[config.mk]
export PLATFORM = sky130hd
export DESIGN_NAME = operand_fetch
export DESIGN_NICKNAME = d
export VERILOG_FILES = /design/src/rtl/operand_fetch.sv
export SDC_FILE = /design/constraint.sdc
export NUM_CORES = 1
export LEC_CHECK = 0
export BUFFER_PORTS_ARGS = -buffer_cell sky130_fd_sc_hd__buf_2
export CORE_ASPECT_RATIO = 0.8
export CORE_MARGIN = 1.5
export CORE_UTILIZATION = 49
export DETAILED_ROUTE_END_ITERATION = 6
export PLACE_DENSITY_LB_ADDON = 0.15
export SYNTH_ARGS = -nofsm -noshare
export SYNTH_HDL_FRONTEND = slang
export SYNTH_SLANG_ARGS = --single-unit
[constraint.sdc]
create_clock -name clk -period 2 [get_ports clk]
set_input_delay 0.1 -clock clk [delete_from_list [all_inputs] [get_ports clk]]
set_output_delay 0.1 -clock clk [all_outputs]
set_load 0.02 [all_outputs]
[src/rtl/operand_fetch.sv]
// operand_fetch: sequences the two source-register reads of an issued
// instruction through the single-read-port register file and presents the
// A/B operand pair to the ALU operand registers with a valid/ready handshake.
// Operand B may instead come from the instruction immediate.
//
// Optional feature macro: OPF_BYPASS_EN
//   defined   -> wb_en/wb_addr/wb_data snoop ports exist; a writeback that
//                targets the register being captured overrides rf_rdata.
//   undefined -> operands always come from rf_rdata or the immediate.
//
// Register-file read timing: rf_raddr is registered here and rf_rdata
// carries the addressed value one cycle later, so each read costs an
// address cycle followed by a capture cycle.

module operand_fetch #(
    parameter int DATA_W = 16,
    parameter int ADDR_W = 3
) (
    input  logic              clk,
    input  logic              rst_n,
    input  logic              issue_valid,
    output logic              issue_ready,
    input  logic [ADDR_W-1:0] src_a,
    input  logic [ADDR_W-1:0] src_b,
    input  logic [DATA_W-1:0] imm,
    input  logic              use_imm,
    output logic [ADDR_W-1:0] rf_raddr,
    input  logic [DATA_W-1:0] rf_rdata,
    output logic              op_valid,
    input  logic              op_ready,
    output logic [DATA_W-1:0] opa_out,
`ifdef OPF_BYPASS_EN
    output logic [DATA_W-1:0] opb_out,
    input  logic              wb_en,
    input  logic [ADDR_W-1:0] wb_addr,
    input  logic [DATA_W-1:0] wb_data
`else
    output logic [DATA_W-1:0] opb_out
`endif
);

    typedef enum logic [2:0] {
        ST_IDLE   = 3'd0,
        ST_RD_A   = 3'd1,
        ST_RD_B   = 3'd2,
        ST_WAIT_B = 3'd3,
        ST_HOLD   = 3'd4
    } state_e;

    state_e            state_q;
    logic [ADDR_W-1:0] rf_raddr_q;
    logic [ADDR_W-1:0] src_b_q;
    logic [DATA_W-1:0] imm_q;
    logic              use_imm_q;
    logic              op_valid_q;
    logic [DATA_W-1:0] opa_q;
    logic [DATA_W-1:0] opb_q;
    logic [DATA_W-1:0] opa_cap_d;
    logic [DATA_W-1:0] opb_cap_d;

`ifdef OPF_BYPASS_EN
    // src_a is only needed after its address cycle to match against writebacks
    logic [ADDR_W-1:0] src_a_q;
`endif

    assign issue_ready = (state_q == ST_IDLE);
    assign rf_raddr    = rf_raddr_q;
    assign op_valid    = op_valid_q;
    assign opa_out     = opa_q;
    assign opb_out     = opb_q;

    // Select the value captured into each operand: read data, or a coincident writeback
    always_comb begin
        opa_cap_d = rf_rdata;
        opb_cap_d = rf_rdata;
`ifdef OPF_BYPASS_EN
        if (wb_en && (wb_addr == src_a_q)) begin
            opa_cap_d = wb_data;
        end else begin
            opa_cap_d = rf_rdata;
        end
        if (wb_en && (wb_addr == src_b_q)) begin
            opb_cap_d = wb_data;
        end else begin
            opb_cap_d = rf_rdata;
        end
`endif
    end

    // Fetch sequencer: issue latch, read-address sequencing, operand capture and handshake
    always_ff @(posedge clk or negedge rst_n) begin
        if (!rst_n) begin
            state_q    <= ST_IDLE;
            rf_raddr_q <= {ADDR_W{1'b0}};
            src_b_q    <= {ADDR_W{1'b0}};
            imm_q      <= {DATA_W{1'b0}};
            use_imm_q  <= 1'b0;
            op_valid_q <= 1'b0;
            opa_q      <= {DATA_W{1'b0}};
            opb_q      <= {DATA_W{1'b0}};
`ifdef OPF_BYPASS_EN
            src_a_q    <= {ADDR_W{1'b0}};
`endif
        end else begin
            case (state_q)
                ST_IDLE: begin
                    if (issue_valid) begin
                        src_b_q    <= src_b;
                        imm_q      <= imm;
                        use_imm_q  <= use_imm;
                        rf_raddr_q <= src_a;
`ifdef OPF_BYPASS_EN
                        src_a_q    <= src_a;
`endif
                        state_q    <= ST_RD_A;
                    end
                end
                ST_RD_A: begin
                    // B address goes out even for immediates; the read is simply unused
                    rf_raddr_q <= src_b_q;
                    state_q    <= ST_RD_B;
                end
                ST_RD_B: begin
                    opa_q <= opa_cap_d;
                    if (use_imm_q) begin
                        opb_q      <= imm_q;
                        op_valid_q <= 1'b1;
                        state_q    <= ST_HOLD;
                    end else begin
                        state_q    <= ST_WAIT_B;
                    end
                end
                ST_WAIT_B: begin
                    opb_q      <= opb_cap_d;
                    op_valid_q <= 1'b1;
                    state_q    <= ST_HOLD;
                end
                ST_HOLD: begin
                    if (op_ready) begin
                        op_valid_q <= 1'b0;
                        state_q    <= ST_IDLE;
                    end
                end
                default: begin
                    op_valid_q <= 1'b0;
                    state_q    <= ST_IDLE;
                end
            endcase
        end
    end

endmodule

==> impl_results.html <==
<table>
<tr><th>Metric</th><th>Value</th></tr>
<tr><th colspan="2">Outcome</th></tr>
<tr><td>Outcome</td><td>finished clean</td></tr>
<tr><th colspan="2">Timing</th></tr>
<tr><td>Least-Margin Pin Slew</td><td>555.7 ps</td></tr>
<tr><td>Slew headroom</td><td>62.91%</td></tr>
<tr><td>TNS Setup</td><td>0 ps</td></tr>
<tr><td>Worst Skew</td><td>4.355 ps</td></tr>
<tr><td>F_max</td><td>0.6036 GHz</td></tr>
<tr><td>Fin crit share</td><td>82.83%</td></tr>
<tr><td>Final critical-path setup slack</td><td>343.3 ps</td></tr>
<tr><td>Final setup vio count</td><td>0</td></tr>
<tr><td>Number of hold-slack violations in the final timing report</td><td>0</td></tr>
<tr><td>Max Transition Viols Final</td><td>0</td></tr>
<tr><td>Fin Hold WS</td><td>16.90 ps</td></tr>
<tr><td>RSZ-0062 raised after global routing</td><td>false</td></tr>
<tr><td>Final critical-path required period</td><td>1657 ps</td></tr>
<tr><th colspan="2">Finish</th></tr>
<tr><td>Layout net count</td><td>335</td></tr>
<tr><td>Layout Utilization</td><td>69.73%</td></tr>
<tr><td>Finished Cell Area</td><td>3263 µm²</td></tr>
<tr><td>Final antenna diode count</td><td>0</td></tr>
<tr><td>Layout Area Growth over Synthesis</td><td>34.43%</td></tr>
<tr><td>Ratio of cells with drive above 1 in the final layout</td><td>46.94%</td></tr>
<tr><th colspan="2">Synthesis</th></tr>
<tr><td>Net count after synthesis</td><td>226</td></tr>
<tr><td>Top cell type's share of synthesized area</td><td>60.82%</td></tr>
<tr><td>Top area cells in the synthesized netlist</td><td>sky130_fd_sc_hd__dfrtp_1 (61%), sky130_fd_sc_hd__mux2_2 (16%), sky130_fd_sc_hd__o21ai_0 (7.0%)</td></tr>
<tr><td>Count of cell types in the netlist</td><td>23</td></tr>
<tr><td>Library cell occupying the most area in the post-synthesis netlist</td><td>sky130_fd_sc_hd__dfrtp_1</td></tr>
<tr><td>Sequential share of the synthesized area</td><td>60.82%</td></tr>
<tr><td>Post-synthesis instance area</td><td>2427 µm²</td></tr>
<tr><td>Mean instance size in the synthesized netlist</td><td>13.26 µm²</td></tr>
<tr><td>Count of mapped cells out of synthesis</td><td>183</td></tr>
<tr><td>Number of register bits inferred by synthesis</td><td>59</td></tr>
<tr><td>Count of warnings emitted by yosys</td><td>0</td></tr>
<tr><th colspan="2">Floorplan</th></tr>
<tr><td>Overall die width</td><td>81.69 µm</td></tr>
<tr><td>Die H</td><td>65.95 µm</td></tr>
<tr><td>Placeable core region</td><td>4679 µm²</td></tr>
<tr><td>Initial core utilization</td><td>51.87%</td></tr>
<tr><td>Die Footprint</td><td>5387 µm²</td></tr>
<tr><td>Num rows</td><td>22</td></tr>
<tr><td>Num ports</td><td>80</td></tr>
<tr><th colspan="2">Clocking</th></tr>
<tr><td>CTS Buf Count</td><td>9</td></tr>
<tr><td>Number of clock sinks</td><td>59</td></tr>
<tr><td>Max H-tree Level</td><td>3</td></tr>
<tr><td>TritonCTS clock tree</td><td>yes</td></tr>
<tr><td>Worst-case clock buffer depth</td><td>2</td></tr>
<tr><td>Clock root cell</td><td>sky130_fd_sc_hd__clkbuf_8</td></tr>
<tr><td>Clock transition at path regs</td><td>60 ps</td></tr>
<tr><td>Post-CTS repair timing setup buffer count</td><td>0</td></tr>
<tr><td>Source-to-sink clock delay at the later pin of the worst-skew pair</td><td>340 ps</td></tr>
<tr><th colspan="2">Power and ir drop</th></tr>
<tr><td>Share of power burned in combinational logic</td><td>43.8%</td></tr>
<tr><td>Internal Pwr Total</td><td>0.003334 W</td></tr>
<tr><td>Power per standard cell area</td><td>1657 nW/µm²</td></tr>
<tr><td>Seq pwr share</td><td>40.2%</td></tr>
<tr><td>Worst supply voltage drop on vdd</td><td>0.0007653 V</td></tr>
<tr><td>Clock network power share</td><td>16.1%</td></tr>
<tr><td>Leakage power figure</td><td>1.545 nW</td></tr>
<tr><td>Switching share of power</td><td>38.33%</td></tr>
<tr><td>Reported net switching power</td><td>0.002072 W</td></tr>
<tr><th colspan="2">Place</th></tr>
<tr><td>HPWL after DPL</td><td>3680 µm</td></tr>
<tr><td>Final estimated routing congestion in global placement</td><td>0.7504</td></tr>
<tr><td>Post-Place Worst Slack</td><td>347.6 ps</td></tr>
<tr><td>Port buffer count</td><td>79</td></tr>
<tr><td>Total placed instance area</td><td>2874 µm²</td></tr>
<tr><th colspan="2">Global route</th></tr>
<tr><td>Global-route usage over all layers</td><td>22.54%</td></tr>
<tr><td>Global-route wire length before repair</td><td>8728 µm</td></tr>
<tr><td>Initial antenna violation count</td><td>0</td></tr>
<tr><td>Largest net degree at the start of global routing</td><td>24</td></tr>
<tr><td>Number of global-route vias before repair</td><td>1827</td></tr>
<tr><td>Remaining Overflow, GRT</td><td>0</td></tr>
<tr><th colspan="2">Critical path</th></tr>
<tr><td>Setup CP Type</td><td>reg2reg</td></tr>
<tr><td>Launching point of the worst reg2reg path</td><td>state_q[2]</td></tr>
<tr><td>Worst Path Max Fanout</td><td>17</td></tr>
<tr><td>Worst-path cell chain</td><td>buf_4 -&gt; or2_1 -&gt; o21ai_0</td></tr>
<tr><td>Data arrival at the endpoint of the critical path</td><td>1850 ps</td></tr>
<tr><td>Standard cell with the maximum stage delay on the critical path</td><td>sky130_fd_sc_hd__dfrtp_1</td></tr>
<tr><td>Flop2flop setup slack</td><td>340 ps</td></tr>
<tr><td>Delay of the slowest cell on the worst path</td><td>590 ps</td></tr>
<tr><td>Req. time, crit path</td><td>2190 ps</td></tr>
<tr><td>Startpoint kind of the worst setup timing path</td><td>flip-flop</td></tr>
<tr><td>Critical path launch point</td><td>state_q[2]</td></tr>
<tr><td>Kind of end point of the critical path</td><td>flip-flop</td></tr>
<tr><th colspan="2">Hold path</th></tr>
<tr><td>Worst Hold Launch</td><td>rf_rdata[6]</td></tr>
<tr><td>Worst hold path type</td><td>in2reg</td></tr>
<tr><th colspan="2">Detailed routing</th></tr>
<tr><td>DR vias</td><td>1862</td></tr>
<tr><td>Starting DRT DRC Count</td><td>126</td></tr>
<tr><td>Final antenna-violating net count</td><td>0</td></tr>
<tr><td>Remaining design rule violation count</td><td>0</td></tr>
<tr><td>Ratio of routed vias to standard cells</td><td>5.260</td></tr>
<tr><td>Detailed-route wire length per cell</td><td>15.26 µm</td></tr>
<tr><td>Routed wire length</td><td>5403 µm</td></tr>
<tr><td>Detailed-router iteration count before antenna repair</td><td>4</td></tr>
<tr><th colspan="2">Run</th></tr>
<tr><td>Max Cap Violations</td><td>0</td></tr>
</table>
-- cell usage after synthesis (all sizes together) --
master and n:
nor2b 1, mux2i 1, mux2 35, nor2 1
clkbuf 5, o22ai 16, or2 1, o21ai 35
nand2 4, dfrtp 59, buf 9, and3b 1
nor3b 2, a22o 3, nor4b 1, inv 2
nor3 3, a21o 4
-- cells by family (layout without fill, tap and decap cells) --
kind of cell / Yosys count / in the layout / share of synthesized area [%]
AOI/OAI and AO/OA: 58 / 58 / 13.81
buffers and inverters: 16 / 127 / 4.072
DFF: 59 / 59 / 60.82
muxes: 36 / 36 / 16.65
and+or+nand+nor: 14 / 14 / 4.639
-- sequential cells by signal, indices dropped and copies added, names as in the netlist --
signal / cells
opb_out: 16
src_b_q: 3
use_imm_q: 1
state_q: 3
op_valid: 1
imm_q: 16
rf_raddr: 3
opa_out: 16
-- cell type report --
class	count	area, µm²
sequential	59	1476
fill	376	1416
multi-input combinational	108	852.1
timing repair buffer	112	703.2
clock buffer	13	148.9
tap	60	75.07
inverter	2	7.507
-- power by group through the flow --
stage               Sequential (W)  Combinational, W  Clock, W
global placement           0.00217           0.00229         0
detailed placement         0.00220           0.00234         0
CTS                        0.00218           0.00238  0.000896
global route               0.00226           0.00258  0.000956
floorplan                  0.00250           0.00131         0
finish                     0.00217           0.00237  0.000869
-- stage by stage --
stage,cells,total power (W)
final,354,0.005406
after floorplan,183,0.003818
after global placement,317,0.004465
after CTS,354,0.005455
after global routing,354,0.005792
after detailed placement,317,0.004537
-- metal layers --
| metal | global-route usage [%] | wire (µm) |
|---|---|---|
| met1 | 29.51 | 2452 |
| met2 | 34.50 | 2620 |
| met3 | 8.000 | 261 |
| met4 | 8.263 | 69 |
| met5 | 0 | 0 |
-- critical path, delay by kind of cell (launching register included) --
kind                   cells  cell delay [ps]
buffers and inverters      1              280
and+or+nand+nor            1              460
AOI/OAI and AO/OA          1              190
DFF                        1              590
-- path summary, 6_finish.rpt --
kind | endpoint | cells past startpoint
hold / removal | opa_out[6] | 2
max in group asynchronous | opa_out[5] | 3
setup reg to reg | opb_out[5] | 3
setup / recovery | opb_out[5] | 3
hold reg to reg | rf_raddr[2] | 1
min in group asynchronous | src_b_q[1] | 2
-- placed cells by master (no fill, tap or decap), types with 2 or more instances in the layout --
cell / n
sky130_fd_sc_hd__buf_4: 9
sky130_fd_sc_hd__dlygate4sd3_1: 24
sky130_fd_sc_hd__a21o_1: 4
sky130_fd_sc_hd__o21ai_0: 34
sky130_fd_sc_hd__clkbuf_8: 10
sky130_fd_sc_hd__mux2_2: 35
sky130_fd_sc_hd__dfrtp_1: 59
sky130_fd_sc_hd__a22o_1: 3
sky130_fd_sc_hd__inv_1: 2
sky130_fd_sc_hd__o22ai_1: 16
sky130_fd_sc_hd__clkbuf_1: 3
sky130_fd_sc_hd__nand2_1: 4
sky130_fd_sc_hd__buf_2: 79
sky130_fd_sc_hd__nor3_1: 3
-- what timing repair did --
item | in CTS | in global routing
gates resized for setup | 0 | 0
hold buffers | 24 | 0
endpoints found under the hold margin | 37 | 0
setup endpoints to repair | 0 | 0
Power figures use the tool's default switching activity.
